File: src/rtl/data_mem_lsu.sv
// Data memory with integrated RV32I load/store unit: combinational loads with
// byte/halfword extraction, byte-lane stores on the rising edge, fault tracking.
module data_mem_lsu #(
  parameter int DEPTH_WORDS = 64,
  parameter int ADDR_W      = 6
) (
  input  logic        clk,
  input  logic        rst_n,
  input  logic        re,
  input  logic        we,
  input  logic [2:0]  funct3,
  input  logic [31:0] addr,
  input  logic [31:0] wd,
  input  logic        err_clr,
  output logic [31:0] rd_data,
  output logic        misaligned,
  output logic        err_sticky,
  output logic [31:0] store_count
);

  logic [31:0]       mem [DEPTH_WORDS];
  logic [ADDR_W-1:0] word_idx;
  logic [1:0]        lane;
  logic [31:0]       cur_word;
  logic [31:0]       new_word;
  logic              ld_legal;
  logic              st_legal;
  logic              align_fault;
  logic              store_commit;
  logic [7:0]        byte_sel;
  logic [15:0]       half_sel;

  // Upper address bits alias by design; collect them so they read as intentional.
  logic unused_addr_hi;
  assign unused_addr_hi = ^addr[31:ADDR_W+2];

  assign word_idx = addr[ADDR_W+1:2];
  assign lane     = addr[1:0];
  assign cur_word = mem[word_idx];

  assign ld_legal = (funct3 == 3'b000) || (funct3 == 3'b001) || (funct3 == 3'b010) ||
                    (funct3 == 3'b100) || (funct3 == 3'b101);
  assign st_legal = (funct3 == 3'b000) || (funct3 == 3'b001) || (funct3 == 3'b010);

  // funct3[1:0] encodes access width: 00 byte, 01 half, 10 word.
  assign align_fault = ((funct3[1:0] == 2'b01) && addr[0]) ||
                       ((funct3[1:0] == 2'b10) && (lane != 2'b00));

  assign misaligned   = (re || we) &&
                        (align_fault || (re && !ld_legal) || (we && !st_legal));
  assign store_commit = we && st_legal && !align_fault;

  assign byte_sel = cur_word[{lane, 3'b000} +: 8];
  assign half_sel = addr[1] ? cur_word[31:16] : cur_word[15:0];

  always_comb begin
    rd_data = '0;
    if (re && !misaligned) begin
      case (funct3)
        3'b000:  rd_data = {{24{byte_sel[7]}}, byte_sel};
        3'b001:  rd_data = {{16{half_sel[15]}}, half_sel};
        3'b010:  rd_data = cur_word;
        3'b100:  rd_data = {24'd0, byte_sel};
        3'b101:  rd_data = {16'd0, half_sel};
        default: rd_data = '0;
      endcase
    end
  end

  // Merge the store data into the addressed word, leaving other lanes intact.
  always_comb begin
    new_word = cur_word;
    case (funct3[1:0])
      2'b00: new_word[{lane, 3'b000} +: 8] = wd[7:0];
      2'b01: new_word[{addr[1], 4'b0000} +: 16] = wd[15:0];
      2'b10: new_word = wd;
      default: new_word = cur_word;
    endcase
  end

  always_ff @(posedge clk or negedge rst_n) begin
    if (!rst_n) begin
      for (int i = 0; i < DEPTH_WORDS; i++) mem[i] <= '0;
    end else if (store_commit) begin
      mem[word_idx] <= new_word;
    end
  end

  // Set has priority over clear so a fault in the clearing cycle is not lost.
  always_ff @(posedge clk or negedge rst_n) begin
    if (!rst_n) begin
      err_sticky  <= 1'b0;
      store_count <= '0;
    end else begin
      if (misaligned)   err_sticky <= 1'b1;
      else if (err_clr) err_sticky <= 1'b0;
      if (store_commit) store_count <= store_count + 32'd1;
    end
  end

endmodule

File: config.mk
export PLATFORM = sky130hd
export DESIGN_NAME = data_mem_lsu
export DESIGN_NICKNAME = d
export VERILOG_FILES = /design/src/rtl/data_mem_lsu.sv
export SDC_FILE = /design/constraint.sdc
export NUM_CORES = 2
export LEC_CHECK = 0
export CAP_MARGIN = 20
export CORE_MARGIN = 4
export CORE_UTILIZATION = 53
export CTS_CLUSTER_DIAMETER = 40
export CTS_CLUSTER_SIZE = 30
export DETAILED_ROUTE_END_ITERATION = 8
export PLACE_DENSITY_LB_ADDON = 0.2
export SETUP_SLACK_MARGIN = 0.15
export SLEW_MARGIN = 40
export SYNTH_ARGS = -nofsm -noshare
export SYNTH_HDL_FRONTEND = slang
export SYNTH_SLANG_ARGS = --single-unit
File: constraint.sdc
create_clock -name clk -period 5.05 [get_ports clk]
set_input_delay 0.505 -clock clk [delete_from_list [all_inputs] [get_ports clk]]
set_output_delay 0.505 -clock clk [all_outputs]
set_load 0.02 [all_outputs]
==> flow_results.xml <==
<?xml version="1.0" encoding="UTF-8"?>
<metrics>
  <group name="detailed_routing">
    <metric name="drt-vias-per-instance" unit="">6.31</metric>
    <metric name="routedLengthMet1" unit="mm">120</metric>
    <metric name="dr_wl_met3" unit="mm">26.7</metric>
    <metric name="number_of_remaining_drc_errors" unit="">0</metric>
    <metric name="avgRoutedWirePerCell" unit="um">25.6</metric>
    <metric name="top_signal_layer_used" unit="">met5</metric>
    <metric name="route.antenna.remaining_nets" unit="">0</metric>
    <metric name="totalWireLength" unit="mm">298</metric>
    <metric name="wl_met2" unit="mm">133</metric>
    <metric name="drt-initial-drc-count" unit="">8022</metric>
    <metric name="drt-pass1-iter-count" unit="">6</metric>
    <metric name="routed-via-count" unit="">73200</metric>
  </group>
  <group name="floorplan">
    <metric name="die_area" unit="sq um">176000</metric>
    <metric name="die_x" unit="um">419</metric>
    <metric name="number_of_placement_rows" unit="">150</metric>
    <metric name="floorplan.io_pins" unit="">138</metric>
    <metric name="initial_utilization" unit="%">53.4</metric>
    <metric name="area_of_the_placeable_core" unit="sq um">168000</metric>
    <metric name="die_y" unit="um">419</metric>
  </group>
  <group name="critical_path">
    <metric name="critical_path_arrival" unit="ns">4.39</metric>
    <metric name="path_class" unit="">in -&gt; out</metric>
    <metric name="crit_path_max_fo" unit="">42</metric>
    <metric name="worst_setup_path_start_kind" unit="">primary input</metric>
    <metric name="critical-path-top-cell-by-count" unit="">sky130_fd_sc_hd__buf_4</metric>
    <metric name="worstPathBufferInverterCount" unit="">5</metric>
    <metric name="crit_path_max_incr_delay" unit="ns">0.66</metric>
    <metric name="path_delay_family" unit="">buffers and inverters</metric>
    <metric name="cell_breakdown_of_the_critical_path" unit="">clkdlybuf4s50_1, buf_4, o21ai_0, buf_4, o211ai_1, nor2_1, nand2_1, a211oi_2, o21ai_2, buf_4, o211ai_1, clkdlybuf4s50_1</metric>
    <metric name="cp_max_stage_cell" unit="">sky130_fd_sc_hd__clkdlybuf4s50_1</metric>
    <metric name="cp.required" unit="ns">4.55</metric>
    <metric name="worstSetupEndpointType" unit="">output pin</metric>
  </group>
  <group name="sta">
    <metric name="fmaxAchievable" unit="GHz">0.204</metric>
    <metric name="report.final.slew_viol_count" unit="">0</metric>
    <metric name="timing.final.crit_share" unit="%">96.9</metric>
    <metric name="grt_setup_unrepaired" unit="">true</metric>
    <metric name="timing_worst_slew_pin_value" unit="ns">0.930</metric>
    <metric name="finalHoldViolations" unit="">0</metric>
    <metric name="slew_headroom" unit="%">37.8</metric>
    <metric name="setup_total_negative_slack" unit="ns">0</metric>
    <metric name="final.min_clock_period" unit="ns">4.89</metric>
    <metric name="finalSetupViolCount" unit="">0</metric>
    <metric name="final_clock_skew" unit="ns">0.0556</metric>
  </group>
  <group name="logic_synthesis">
    <metric name="synth-seq-area-share" unit="%">58.2</metric>
    <metric name="main_combinational_cell_family_by_area_after_synthesis" unit="">compound AO/OA/AOI/OAI gates</metric>
    <metric name="cell_type_with_the_highest_aggregate_area_in_the_netlist" unit="">sky130_fd_sc_hd__dfrtp_1</metric>
    <metric name="post_synth_instance_area" unit="sq um">89500</metric>
    <metric name="syn_avg_cell_area" unit="sq um">9.67</metric>
    <metric name="dominantRegCellSynth" unit="">sky130_fd_sc_hd__dfrtp_1</metric>
    <metric name="synth-async-reset-ratio" unit="%">100</metric>
    <metric name="synth.lib_cells_used.distinct" unit="">79</metric>
    <metric name="synth_edf_count" unit="">0</metric>
    <metric name="postSynthCellCount" unit="">9260</metric>
    <metric name="synthAdderAreaFrac" unit="%">0.0838</metric>
    <metric name="synth.mux.area_fraction" unit="%">1.34</metric>
    <metric name="ys_ff_latch" unit="">2081</metric>
    <metric name="yosys_warnings" unit="">0</metric>
    <metric name="synth_xor_area_share" unit="%">0.303</metric>
    <metric name="fraction_of_the_mapped_netlist_area_in_compound_gates" unit="%">23.3</metric>
    <metric name="synthTopCellsByArea" unit="">sky130_fd_sc_hd__dfrtp_1, sky130_fd_sc_hd__o21ai_0, sky130_fd_sc_hd__nand2_1, sky130_fd_sc_hd__a22oi_1, sky130_fd_sc_hd__clkbuf_1</metric>
    <metric name="synth_nets" unit="">9338</metric>
    <metric name="synth_top_cell_area_share" unit="%">58.2</metric>
    <metric name="synth_simple_gate_area_share" unit="%">12.6</metric>
  </group>
  <group name="pwr">
    <metric name="ir_drop" unit="uV">387</metric>
    <metric name="power_leakage" unit="nW">44.9</metric>
    <metric name="power_per_cell_area" unit="nW/um^2">391</metric>
    <metric name="finalPower" unit="mW">41.0</metric>
  </group>
  <group name="cells_and_area">
    <metric name="layout-area-overhead-vs-synth" unit="%">17.1</metric>
    <metric name="final_stage_net_count" unit="">9269</metric>
    <metric name="layout-drive-gt1-share" unit="%">11.9</metric>
  </group>
  <group name="grt">
    <metric name="groute.usage.overall" unit="%">34.0</metric>
    <metric name="maximum_number_of_pins_on_one_net_before_global_route_repair" unit="">150</metric>
    <metric name="first_pass_grt_wire_length" unit="mm">453</metric>
    <metric name="antenna_found_initial" unit="">8</metric>
    <metric name="global_route.overflow_total" unit="">0</metric>
    <metric name="vias_in_the_first_global_route" unit="">72100</metric>
  </group>
  <group name="clock_network">
    <metric name="ctsHtreeMaxLevel" unit="">5</metric>
    <metric name="clk_path_buf_depth" unit="">4</metric>
    <metric name="clock_tree.root_cell" unit="">sky130_fd_sc_hd__clkbuf_16</metric>
    <metric name="insertion_delay" unit="ns">0.92</metric>
    <metric name="tritoncts.num_buffers" unit="">290</metric>
    <metric name="cts_tree" unit="">yes</metric>
    <metric name="clkSlewWorstSetupHoldPaths" unit="ns">0.06</metric>
    <metric name="cts.sink_count" unit="">2081</metric>
  </group>
  <group name="placed_design">
    <metric name="place_congestion" unit="">0.961</metric>
    <metric name="hpwl_dp" unit="mm">184</metric>
    <metric name="portBuffers" unit="">113</metric>
  </group>
  <group name="run">
    <metric name="maxCapViolCount" unit="">0</metric>
  </group>
  <group name="worst_hold_path">
    <metric name="worst_min_delay_path_class" unit="">in -&gt; reg</metric>
  </group>
  <group name="status">
    <metric name="outcome" unit="">finished clean</metric>
  </group>
</metrics>
[flip-flops by register name, summed over array words and instances (netlist names)]
| register | flops |
|---|---|
| err_sticky | 1 |
| mem | 2048 |
| store_count | 32 |
[cell type report]
class | count | area [sq um]
Tap cell | 2204 | 2760
Fill cell | 13600 | 62800
Clock buffer | 351 | 7960
Multi-Input combinational cell | 6227 | 34300
Timing Repair Buffer | 574 | 5880
Antenna cell | 3 | 7.51
Clock inverter | 153 | 1780
Sequential cell | 2081 | 52100
Inverter | 17 | 66.3
[path summary, 6_finish.rpt]
check | startpoint | end | slack (ns) | cells after the start
max | funct3[0] | rd_data[29] | 0.16 | 12
min | err_clr | err_sticky | 0.18 | 2
max reg2reg | mem[254] | mem[638] | 1.47 | 9
min reg2reg | mem[483] | mem[483] | 0.47 | 2
max in group asynchronous | rst_n | mem[346] | 3.20 | 5
min in group asynchronous | rst_n | mem[1483] | 0.19 | 2
[per-layer routing]
metal  track usage, %  up-vias
met2             51.7     3291
li1                 -    32800
met5                0        -
met4             18.4        2
met3             7.01      799
met1             46.1    36300
[kinds of logic (layout without fill, tap and decap cells)]
group | count (synthesis) | after routing
compound gates | 3456 | 3456
xor+xnor | 31 | 31
fa+ha+maj | 6 | 6
buf+inv | 952 | 1095
flops | 2081 | 2081
mux | 105 | 105
other cells | 0 | 3
simple gates | 2629 | 2629
[cells in the final DEF (no fill, tap or decap), types with 20 or more instances in the layout]
cell type | Yosys | routed
sky130_fd_sc_hd__o22a_1 | 33 | 33
sky130_fd_sc_hd__dfrtp_1 | 2081 | 2081
sky130_fd_sc_hd__a221oi_1 | 191 | 191
sky130_fd_sc_hd__nand2_1 | 2223 | 2159
sky130_fd_sc_hd__mux2i_1 | 91 | 91
sky130_fd_sc_hd__buf_12 | 0 | 86
sky130_fd_sc_hd__clkdlybuf4s50_1 | 0 | 103
sky130_fd_sc_hd__a22oi_1 | 626 | 626
sky130_fd_sc_hd__xnor2_1 | 23 | 23
sky130_fd_sc_hd__buf_4 | 12 | 362
sky130_fd_sc_hd__inv_6 | 0 | 37
sky130_fd_sc_hd__o22ai_1 | 104 | 100
sky130_fd_sc_hd__clkinv_4 | 0 | 20
sky130_fd_sc_hd__clkinvlp_4 | 0 | 31
sky130_fd_sc_hd__and4b_1 | 21 | 21
sky130_fd_sc_hd__nor3_1 | 28 | 22
sky130_fd_sc_hd__nor2_1 | 44 | 44
sky130_fd_sc_hd__o211ai_1 | 82 | 82
sky130_fd_sc_hd__nand3_1 | 47 | 47
sky130_fd_sc_hd__a31oi_1 | 24 | 24
sky130_fd_sc_hd__bufinv_16 | 0 | 23
sky130_fd_sc_hd__a22o_1 | 84 | 84
sky130_fd_sc_hd__clkbuf_1 | 784 | 23
sky130_fd_sc_hd__o21ai_0 | 2111 | 2110
sky130_fd_sc_hd__clkinv_2 | 0 | 22
sky130_fd_sc_hd__clkbuf_8 | 0 | 30
sky130_fd_sc_hd__and4_1 | 125 | 125
sky130_fd_sc_hd__a21oi_1 | 77 | 77
sky130_fd_sc_hd__clkbuf_16 | 0 | 298
sky130_fd_sc_hd__nand2_2 | 0 | 64
[power breakdown]
part	internal [mW]	leakage (nW)	total, mW	switching [mW]
combinational	0.862	11.3	3.04	2.18
clock	12.6	4.71	20.4	7.87
sequential	17.2	28.9	17.5	0.297
total	30.6	44.9	41.0	10.3
[timing repair]
item / CTS / global route
gates cloned: 0 / 0
setup buffers: 3 / 2
hold endpoints to repair: 92 / 0
hold buffers: 1 / 0
endpoints found under the setup margin: 1 / 25
pin swaps: 0 / 1
gates resized for setup: 0 / 11
[Yosys cell counts, types with 11 or more instances]
cell	count
sky130_fd_sc_hd__nand2_1	2223
sky130_fd_sc_hd__o21ai_0	2111
sky130_fd_sc_hd__dfrtp_1	2081
sky130_fd_sc_hd__clkbuf_1	784
sky130_fd_sc_hd__a22oi_1	626
sky130_fd_sc_hd__a221oi_1	191
sky130_fd_sc_hd__and4_1	125
sky130_fd_sc_hd__o22ai_1	104
sky130_fd_sc_hd__mux2i_1	91
sky130_fd_sc_hd__a22o_1	84
sky130_fd_sc_hd__o211ai_1	82
sky130_fd_sc_hd__buf_2	80
sky130_fd_sc_hd__a21oi_1	77
sky130_fd_sc_hd__nand3_1	47
sky130_fd_sc_hd__nor2_1	44
sky130_fd_sc_hd__buf_1	38
sky130_fd_sc_hd__o22a_1	33
sky130_fd_sc_hd__nor3_1	28
sky130_fd_sc_hd__a31oi_1	24
sky130_fd_sc_hd__nor4_1	24
sky130_fd_sc_hd__xnor2_1	23
sky130_fd_sc_hd__and4b_1	21
sky130_fd_sc_hd__nor4b_1	16
sky130_fd_sc_hd__a2111oi_0	15
sky130_fd_sc_hd__and2_1	15
sky130_fd_sc_hd__inv_1	15
sky130_fd_sc_hd__a21boi_0	12
sky130_fd_sc_hd__buf_4	12
sky130_fd_sc_hd__mux4_2	12
sky130_fd_sc_hd__buf_6	11
sky130_fd_sc_hd__o21ai_1	11
sky130_fd_sc_hd__or3b_2	11
[metrics by stage]
stage	cell area [sq um]	setup WS, ns	cells	utilization [%]	hold slack, ns
2_1_floorplan	89500	1.01	9260	-	0.209
3_3_place_gp	94600	0.0819	11100	56.4	0.454
3_5_place_dp	94800	0.109	11100	56.6	0.462
4_1_cts	105000	0.170	11600	62.4	0.142
5_1_grt	105000	0.0550	11600	62.5	0.166
6_report	105000	0.158	11600	62.5	0.177
No activity file was read; power rests on OpenSTA's default activity.
